$ cat config.mk
export PLATFORM = sky130hd
export DESIGN_NAME = wb_uart_tx
export DESIGN_NICKNAME = d
export VERILOG_FILES = /design/src/rtl/uart_pkg.sv /design/src/rtl/sync_fifo.sv /design/src/rtl/wb_uart_tx.sv
export SDC_FILE = /design/constraint.sdc
export NUM_CORES = 1
export LEC_CHECK = 0
export BUFFER_PORTS_ARGS = -buffer_cell sky130_fd_sc_hd__buf_2
export CORE_ASPECT_RATIO = 0.8
export CORE_MARGIN = 5
export CORE_UTILIZATION = 25
export DETAILED_ROUTE_END_ITERATION = 10
export SLEW_MARGIN = 20
export SYNTH_ARGS = -nofsm -noshare
export SYNTH_HDL_FRONTEND = slang
export SYNTH_SLANG_ARGS = --single-unit
$ cat constraint.sdc
create_clock -name clk -period 4.2 [get_ports clk]
set_clock_uncertainty 0.05 [all_clocks]
set_input_delay 0.84 -clock clk [delete_from_list [all_inputs] [get_ports clk]]
set_output_delay 0.84 -clock clk [all_outputs]
set_load 0.02 [all_outputs]
$ cat src/rtl/uart_pkg.sv
// Shared types and constants for the wishbone-fed UART transmitter.
// UART_TX_PARITY_EN adds a parity bit between the data bits and the stop bit.
package uart_pkg;

   typedef enum logic [2:0] {
      IDLE,
      START,
      DATA,
      STOP,
      PARITY
   } state_t;

   localparam logic [1:0] REG_DATA = 2'd0;
   localparam logic [1:0] REG_DIV  = 2'd1;
   localparam logic [1:0] REG_CTRL = 2'd2;

   localparam int CTRL_ENABLE  = 0;
   localparam int CTRL_FLUSH   = 1;
   localparam int CTRL_CLR_OVF = 2;
   localparam int CTRL_ODD_PAR = 3;

   localparam int DIV_MIN = 4;

   // Bit times shorter than DIV_MIN cycles are raised to DIV_MIN.
   function automatic logic [31:0] clamp_div(input logic [31:0] d);
      return (d < 32'(DIV_MIN)) ? 32'(DIV_MIN) : d;
   endfunction

endpackage

$ cat src/rtl/sync_fifo.sv
// Single-clock FIFO with flush; a push into a full FIFO is accepted when a pop
// happens in the same cycle. Output is the current head (no fall-through).
module sync_fifo #(
   parameter int WIDTH = 8,
   parameter int DEPTH = 8,
   parameter int LVL_W = $clog2(DEPTH) + 1
) (
   input  logic             clk,
   input  logic             reset_n,
   input  logic             i_push,
   input  logic             i_pop,
   input  logic             i_flush,
   input  logic [WIDTH-1:0] i_data,
   output logic [WIDTH-1:0] o_data,
   output logic             o_full,
   output logic             o_empty,
   output logic [LVL_W-1:0] o_level
);

   localparam int AW = $clog2(DEPTH);

   logic [WIDTH-1:0] r_mem [DEPTH];
   logic [AW-1:0]    r_wr_ptr;
   logic [AW-1:0]    r_rd_ptr;
   logic [LVL_W-1:0] r_count;
   logic             w_do_push;
   logic             w_do_pop;

   assign o_full    = (r_count == LVL_W'(DEPTH));
   assign o_empty   = (r_count == '0);
   assign o_level   = r_count;
   assign o_data    = r_mem[r_rd_ptr];
   assign w_do_push = i_push && (!o_full || i_pop);
   assign w_do_pop  = i_pop && !o_empty;

   // NOTE: storage has no reset; only pointers and count define valid contents.
   always_ff @(posedge clk) begin
      if (w_do_push)
         r_mem[r_wr_ptr] <= i_data;
   end

   // NOTE: sequential state uses non-blocking assignments so all registers update together.
   always_ff @(posedge clk or negedge reset_n) begin
      if (!reset_n) begin
         r_wr_ptr <= '0;
         r_rd_ptr <= '0;
         r_count  <= '0;
      end else if (i_flush) begin
         r_wr_ptr <= '0;
         r_rd_ptr <= '0;
         r_count  <= '0;
      end else begin
         if (w_do_push)
            r_wr_ptr <= r_wr_ptr + AW'(1);
         if (w_do_pop)
            r_rd_ptr <= r_rd_ptr + AW'(1);
         case ({w_do_push, w_do_pop})
            2'b10:   r_count <= r_count + LVL_W'(1);
            2'b01:   r_count <= r_count - LVL_W'(1);
            default: r_count <= r_count;
         endcase
      end
   end

endmodule

$ cat src/rtl/wb_uart_tx.sv
// UART transmitter for one harness project slot: wishbone writes feed a FIFO,
// bytes go out 8N1 on tx. Optional macro UART_TX_PARITY_EN adds a parity bit.
module wb_uart_tx
   import uart_pkg::*;
#(
   parameter int               DEPTH     = 8,
   parameter int               DIV_W     = 16,
   parameter logic [DIV_W-1:0] DIV_RESET = 16'd868
) (
   input  logic        clk,
   input  logic        reset_n,
   input  logic        wb_update,
   input  logic [1:0]  wb_reg,
   input  logic [31:0] wb_data,
   output logic        tx,
   output logic        busy,
   output logic [31:0] status
);

   localparam int LVL_W = $clog2(DEPTH) + 1;

   state_t           r_state;
   state_t           w_state_next;
   logic [7:0]       r_shift;
   logic [2:0]       r_bit_cnt;
   logic [DIV_W-1:0] r_div;
   logic [DIV_W-1:0] r_active_div;
   logic [DIV_W-1:0] r_baud_cnt;
   logic             r_tx;
   logic             r_enable;
   logic             r_overflow;
`ifdef UART_TX_PARITY_EN
   logic             r_odd_par;
   logic             r_parity;
`endif

   logic             w_push;
   logic             w_pop;
   logic             w_flush;
   logic             w_wr_ctrl;
   logic             w_full;
   logic             w_empty;
   logic [LVL_W-1:0] w_level;
   logic [7:0]       w_level8;
   logic [7:0]       w_head;
   logic             w_bit_end;
   logic             w_start_ok;
   logic             w_shift_adv;
   logic             w_tx_next;
   logic             w_unused;

   assign w_push     = wb_update && (wb_reg == REG_DATA);
   assign w_wr_ctrl  = wb_update && (wb_reg == REG_CTRL);
   assign w_flush    = w_wr_ctrl && wb_data[CTRL_FLUSH];
   assign w_start_ok = r_enable && !w_empty;
   assign w_bit_end  = (r_baud_cnt == r_active_div - DIV_W'(1));
   assign w_level8   = 8'(w_level);
   assign w_unused   = ^wb_data;

   sync_fifo #(
      .WIDTH (8),
      .DEPTH (DEPTH),
      .LVL_W (LVL_W)
   ) u_fifo (
      .clk     (clk),
      .reset_n (reset_n),
      .i_push  (w_push),
      .i_pop   (w_pop),
      .i_flush (w_flush),
      .i_data  (wb_data[7:0]),
      .o_data  (w_head),
      .o_full  (w_full),
      .o_empty (w_empty),
      .o_level (w_level)
   );

   always_ff @(posedge clk or negedge reset_n) begin
      if (!reset_n) r_state <= IDLE;
      else          r_state <= w_state_next;
   end

   // NOTE: every output gets a default first so no path infers a latch.
   always_comb begin
      w_state_next = r_state;
      w_pop        = 1'b0;
      w_shift_adv  = 1'b0;
      w_tx_next    = r_tx;
      case (r_state)
         IDLE: if (w_start_ok) begin
            w_state_next = START;
            w_pop        = 1'b1;
            w_tx_next    = 1'b0;
         end
         START: if (w_bit_end) begin
            w_state_next = DATA;
            w_shift_adv  = 1'b1;
            w_tx_next    = r_shift[0];
         end
         DATA: if (w_bit_end) begin
            if (r_bit_cnt == 3'd7) begin
`ifdef UART_TX_PARITY_EN
               w_state_next = PARITY;
               w_tx_next    = r_parity;
`else
               w_state_next = STOP;
               w_tx_next    = 1'b1;
`endif
            end else begin
               w_shift_adv = 1'b1;
               w_tx_next   = r_shift[0];
            end
         end
         PARITY: if (w_bit_end) begin
            w_state_next = STOP;
            w_tx_next    = 1'b1;
         end
         STOP: if (w_bit_end) begin
            // Back-to-back frames start straight from the end of the stop bit.
            if (w_start_ok) begin
               w_state_next = START;
               w_pop        = 1'b1;
               w_tx_next    = 1'b0;
            end else begin
               w_state_next = IDLE;
            end
         end
         default: begin
            w_state_next = IDLE;
            w_tx_next    = 1'b1;
         end
      endcase
   end

   always_ff @(posedge clk or negedge reset_n) begin
      if (!reset_n) begin
         r_tx         <= 1'b1;
         r_shift      <= '0;
         r_bit_cnt    <= '0;
         r_baud_cnt   <= '0;
         r_active_div <= DIV_RESET;
`ifdef UART_TX_PARITY_EN
         r_parity     <= 1'b0;
`endif
      end else begin
         r_tx <= w_tx_next;
         if (w_pop) begin
            r_shift      <= w_head;
            r_active_div <= r_div;
            r_baud_cnt   <= '0;
            r_bit_cnt    <= '0;
`ifdef UART_TX_PARITY_EN
            r_parity     <= (^w_head) ^ r_odd_par;
`endif
         end else if (r_state != IDLE) begin
            r_baud_cnt <= w_bit_end ? '0 : r_baud_cnt + DIV_W'(1);
            if (w_shift_adv)
               r_shift <= {1'b0, r_shift[7:1]};
            if ((r_state == DATA) && w_bit_end)
               r_bit_cnt <= r_bit_cnt + 3'd1;
         end
      end
   end

   always_ff @(posedge clk or negedge reset_n) begin
      if (!reset_n) begin
         r_div      <= DIV_RESET;
         r_enable   <= 1'b0;
         r_overflow <= 1'b0;
`ifdef UART_TX_PARITY_EN
         r_odd_par  <= 1'b0;
`endif
      end else begin
         if (wb_update && (wb_reg == REG_DIV))
            r_div <= DIV_W'(clamp_div(32'(wb_data[DIV_W-1:0])));
         if (w_wr_ctrl) begin
            r_enable  <= wb_data[CTRL_ENABLE];
`ifdef UART_TX_PARITY_EN
            r_odd_par <= wb_data[CTRL_ODD_PAR];
`endif
         end
         if (w_push && w_full && !w_pop)
            r_overflow <= 1'b1;
         else if (w_wr_ctrl && wb_data[CTRL_CLR_OVF])
            r_overflow <= 1'b0;
      end
   end

   assign tx     = r_tx;
   assign busy   = (r_state != IDLE) || (r_enable && !w_empty);
   assign status = {r_overflow, 15'b0, w_full, w_empty, 6'b0, w_level8};

endmodule

==> impl_metrics.ini, run 1 <==
[route]
ant_nets = 0
drcViolationCount = 0
drtIter0Drc = 248
vias_per_cell = 4.50
via_count = 4615
drtPass1Iterations = 4
wl_per_cell_um = 14.8
routed_wl_um = 15200

[power]
p_clk_share_pct = 25.8
p_per_area_nw_per_um2 = 649
switching_share_pct = 36.5
switchingPower_mw = 1.99
p_leak_nw = 3.32
power_frac_seq_pct = 36.5
ir_drop_uv = 299
p_comb_share_pct = 37.8
p_int_mw = 3.46
p_total_mw = 5.45

[global_route]
grt_use_total_pct = 9.99
grt_max_degree = 75
grt_pass1_vias = 4446
grt_overflow = 0
antenna_found_initial = 0
grt_pass1_wl_um = 24400

[synth]
ys_types = 69
synth_top_area_share_pct = 27.8
ys_ff_latch = 138
syn_inst = 572
async_flop_share_pct = 53.6
synth_edf_count = 64
ys.flop_type = edfxtp_1
synth_area_leaders = edfxtp_1 28%, dfrtp_1 23%, mux4_2 5.2%, dfstp_2 4.2%, nand2_1 3.8%
avgSynthCellArea_um2 = 12.1
synth_top_area_cell = edfxtp_1
yosys_warnings = 0
ys_seq_area_share_pct = 54.8
syn_area_um2 = 6910

[finish]
nFillCells = 2754
final_nets = 699
final_cell_area_um2 = 8400
final_cell_mix = 70 x nand2_1, 64 x edfxtp_1, 63 x dfrtp_1
area_growth_pct = 21.6
diodes = 0
fin_util_pct = 30.9
final_cells = 1025
final_common_cell = nand2_1
drive_gt1_share_pct = 28.3

[timing]
drv_slew = 0
setup_ws_ns = 0.00658
fmax_mhz = 238
period_needed_ns = 4.19
worstMarginPinSlew_ns = 0.851
setup_viol = 0
fin_crit_sh_pct = 99.8
hold_viol = 0
relSlewSlack_pct = 43.3
rsz0062_at_grt = yes

[clocking]
clkSinkCount = 138
insertion_delay_ns = 0.42
cts_buffer_depth = 2
htreeDepth = 4
cts_tree = done
cts_buffers = 17
cts_root_buf = clkbuf_16
clk_pin_slew_ns = 0.06

[critical_path]
cp_slowest_cell = or4_4
slowest_delay_ns = 0.53
path_max_fanout = 4
crit_top_cell = buf_4
start_kind = register
cp.required_ns = 4.45
arrival_ns = 4.45
reg2reg_to = u_fifo.o_level[3]
r2r_setup_slack_ns = 0.007
crit_path_end_kind = register
crit_chain = buf_4 -> buf_4 -> or4_4 -> or4_1 -> nand3_1 -> a21boi_1 -> or4_4 -> nor4_4 -> buf_4 -> o21a_1 -> inv_4 -> ha_4 -> ha_4 -> a31o_4 -> a221oi_2 -> o21ai_1 -> xor2_1 -> nor2_1
path_class = register to register
reg2regPathDepth = 18
r2r-start = r_active_div[0]

[placed_design]
postPlaceCellArea_um2 = 7650
place.gp.congestion = 0.807
dpl_worst_slack_ns = -0.0641
port_buffers = 29
dp_hpwl_um = 10400
dp_cells = 976

[floorplanning]
start_util_pct = 25.4
rows = 54
die_h_um = 159
die-width_um = 196
core_um2 = 27200
design.die.area_um2 = 31100
ioPinCount = 71

[run_status]
status = complete, no violations

[run]
drv_cap = 0

[min_path]
hold_path.class = input port to asynchronous set/reset pin
[cell type report]
type	instances	area [µm²]	share of cell area (%)
multi-input combinational	391	2980	35.5
tap	364	455	5.42
clock buffer	18	429	5.11
sequential	138	3790	45.1
clock inverter	14	123	1.46
inverter	19	76.3	0.909
timing repair buffer	81	549	6.54
[synth_stat cells, types with 4 or more instances]
library cell and number:
edfxtp_1 64, o21ai_1 16, nor4_1 7, dfrtp_1 63, xor2_1 15, nand2b_1 14
or3_1 4, nand2_1 70, xnor2_1 12, o21ai_0 23, mux4_2 16, and3_1 12
a31oi_1 4, nor4_2 4, nand3_1 12, nor3_1 8, a21oi_1 10, mux2_2 14
nor2_1 27, o31ai_1 5, ha_1 14, inv_1 17, a211oi_1 4, mux2i_1 22
clkbuf_1 13, buf_4 28, dfstp_2 11
[worst max-delay path by stage]
stage	start	endpoint	slack, ns	cells past startpoint
5_1_grt	r_active_div[0]	u_fifo.o_level[3]	-0.14	20
3_3_place_gp	r_active_div[1]	u_fifo.o_level[3]	-0.02	17
4_1_cts	r_active_div[0]	u_fifo.o_level[3]	0.0003	17
3_5_place_dp	r_active_div[0]	u_fifo.o_level[3]	-0.06	17
2_1_floorplan	r_active_div[0]	u_fifo.o_level[3]	0.02	19
6_report	r_active_div[0]	u_fifo.o_level[3]	0.007	18
[state kept, by name, indices dropped and copies added (netlist names)]
name / flops
r_baud_cnt: 16
r_shift: 8
r_state: 2
r_enable: 1
u_fifo.r_wr_ptr: 3
r_active_div: 16
u_fifo.r_rd_ptr: 3
u_fifo.r_mem: 64
u_fifo.o_level: 4
r_div: 16
r_overflow: 1
tx: 1
r_bit_cnt: 3
[power groups by stage]
| stage | sequential (mW) | combinational, mW | clock [mW] |
|---|---|---|---|
| final | 1.99 | 2.06 | 1.41 |
| after detailed placement | 2.00 | 1.90 | 0 |
| after floorplan | 1.90 | 1.46 | 0 |
| after global placement | 2.00 | 1.87 | 0 |
| after global routing | 2.03 | 2.29 | 1.50 |
| after CTS | 1.99 | 1.96 | 1.44 |
[worst max-delay path: cells and delay by family (launching register included)]
kind | cells | cell delay [ns]
DFF | 1 | 0.39
xor gates and xnor gates | 1 | 0.17
and+or+nand+nor | 6 | 1.71
AOI/OAI and AO/OA | 5 | 0.84
adders and majority gates | 2 | 0.40
buffers and inverters | 4 | 0.52
[layer usage]
metal | GRT usage [%] | vias to the layer above | part of all wire, %
li1 | - | 2188 | -
met1 | 13.8 | 2344 | 50
met2 | 15.5 | 68 | 46
met3 | 2.28 | 15 | 2.7
met4 | 3.52 | 0 | 1.3
met5 | 0 | - | 0
[what timing repair did]
action                                  4_1_cts  5_1_grt
pin swaps                                     7       13
endpoints found under the setup margin        1        2
hold buffers                                  0        0
setup buffers                                 5       12
gates resized for setup                       7        9
[kinds of logic after synthesis]
logic type / count (synthesis) / share of synthesized area, %
flops: 138 / 54.8
compound gates: 85 / 8.10
xor+xnor: 28 / 3.75
simple gates: 186 / 14.6
buf+inv: 67 / 5.32
other cells: 1 / 0.0543
fa+ha+maj: 14 / 2.54
mux: 53 / 10.8
[per-stage QoR]
stage / hold slack (ns) / TNS, ns
floorplan: 0.382 / 0
global placement: 0.392 / -0.0169
detailed placement: 0.402 / -0.0641
CTS: 0.405 / 0
global route: 0.433 / -0.277
finish: 0.400 / 0
Power figures use the tool's default switching activity.
==> run 2, diff against run 1 <==
--- a/config.mk
+++ b/config.mk
@@ -10,6 +10,7 @@
 export CORE_MARGIN = 5
 export CORE_UTILIZATION = 25
 export DETAILED_ROUTE_END_ITERATION = 10
+export MAX_ROUTING_LAYER = met4
 export SLEW_MARGIN = 20
 export SYNTH_ARGS = -nofsm -noshare
 export SYNTH_HDL_FRONTEND = slang
==> run 2 against run 1 <==
  * Flip-flop and latch count stayed put
  * Combinational power hardly changed
  * Core utilization is 0.11 points higher
  * Via count is 0.80% lower
  * Worst hold slack worse by 0.095 ns
  * Total power is 0.27% higher
==> impl_metrics.ini, run 2 (same netlist as run 1, synthesis figures left out) <==
[floorplanning]
rows = 54
start_util_pct = 25.4
die_h_um = 159
design.die.area_um2 = 31100
die-width_um = 196
ioPinCount = 71
core_um2 = 27200

[critical_path]
crit_path_end_kind = register
cp.required_ns = 4.45
endpoint = u_fifo.o_level[3]
start_kind = register
path_class = register to register
arrival_ns = 4.43
r2r_setup_slack_ns = 0.02
path_max_fanout = 4
reg2reg_to = u_fifo.o_level[3]
r2r-start = r_active_div[0]
reg2regPathDepth = 18
startpoint = r_active_div[0]

[power]
ir_drop_uv = 299
p_total_mw = 5.47
p_leak_nw = 3.34
p_per_area_nw_per_um2 = 648

[placed_design]
port_buffers = 29
dp_hpwl_um = 10400
dpl_worst_slack_ns = -0.0641
place.gp.congestion = 0.819
postPlaceCellArea_um2 = 7650

[global_route]
antenna_found_initial = 0
grt_pass1_vias = 4425
grt_overflow = 0
grt_pass1_wl_um = 24400
grt_max_degree = 75
grt_use_total_pct = 10.3

[timing]
setup_viol = 0
relSlewSlack_pct = 44.6
rsz0062_at_grt = yes
hold_viol = 0
fmax_mhz = 239
fin_crit_sh_pct = 99.6
period_needed_ns = 4.18
setup_ws_ns = 0.0161
tns_ns = 0
worstMarginPinSlew_ns = 0.830
drv_slew = 0

[clocking]
holdBufCountCts = 0
insertion_delay_ns = 0.43
cts_tree = done
cts_buffers = 17
htreeDepth = 4
clkSinkCount = 138
cts_root_buf = clkbuf_16
clk_pin_slew_ns = 0.06
cts_buffer_depth = 2

[finish]
multi_input_area_um2 = 2980
diodes = 0
final_cell_mix = 70 x nand2_1, 64 x edfxtp_1, 63 x dfrtp_1
register_area_um2 = 3790
area_growth_pct = 22.0
final_common_cell = nand2_1
largest_register_ffs = 64
final_cell_area_um2 = 8430
final_nets = 701
largest_register = u_fifo.r_mem
drive_gt1_share_pct = 28.5
nFillCells = 2750

[route]
routed_wl_um = 15200
drcViolationCount = 0
vias_per_cell = 4.46
via_count = 4578
wl_per_cell_um = 14.8
ant_nets = 0
drtPass1Iterations = 4
drtIter0Drc = 282

[run]
drv_cap = 0

[min_path]
hold_path.class = input port to asynchronous set/reset pin

[run_status]
status = complete, no violations
==> run 2: cell types whose count changed in the layout (fill, tap and decap cells not counted) <==
cell    previous run  this run
buf_4             50        52
buf_16             0         1
buf_6              3         2
==> run 2: worst min-delay path by stage <==
stage                            endpoint  slack (ns)     start
final                       r_baud_cnt[4]        0.31   reset_n
after global routing        r_baud_cnt[8]        0.33   reset_n
after CTS                 r_active_div[6]        0.41  r_div[6]
after detailed placement  r_active_div[5]        0.40  r_div[5]
after global placement    r_active_div[5]        0.39  r_div[5]
after floorplan           r_active_div[6]        0.38  r_div[6]
==> run 2: layout make-up <==
type                       instances  area share [%]
sequential                       138            44.9
multi-input combinational        391            35.3
timing repair buffer              83            6.89
tap                              364            5.40
clock buffer                      18            5.09
clock inverter                    14            1.45
inverter                          19           0.905
==> run 2: through the flow <==
step                      hold WS [ns]  utilization, %  cells
after floorplan                  0.382               -    596
after global placement           0.392            28.1    976
after detailed placement         0.402            28.1    976
after CTS                        0.405            30.4   1013
after global routing             0.331            31.0   1027
final                            0.306            31.0   1027
==> run 2: where the power goes <==
part           switching (mW)  internal [mW]  total (mW)
Sequential              0.307           1.68        1.99
Combinational            1.09          0.977        2.07
Clock                   0.599          0.814        1.41
Total                    2.00           3.47        5.47
==> run 2: metal layers <==
layer	global-route usage (%)	up-vias	wire length (µm)
li1	-	2187	-
met1	13.8	2290	7400
met2	15.5	89	6980
met3	2.28	12	622
met4	3.49	0	167
met5	-	-	0
==> run 2: critical path, stage by stage, from the launching register on <==
cell	delay, ns
dfrtp_1	0.39
buf_4	0.14
buf_4	0.14
or4_4	0.53
or4_1	0.42
nand3_1	0.11
a21boi_1	0.09
or4_4	0.45
nor4_4	0.14
buf_4	0.18
o21a_1	0.17
inv_4	0.06
ha_4	0.17
ha_4	0.23
a31o_4	0.21
a221oi_2	0.25
o21ai_1	0.11
xor2_1	0.17
nor2_1	0.05
==> run 2: timing repair <==
item                                    in CTS  in global routing
endpoints found under the setup margin       1                  2
gates cloned                                 0                  0
pin swaps                                    7                 13
setup buffers                                5                 13
gates resized for setup                      7                  9
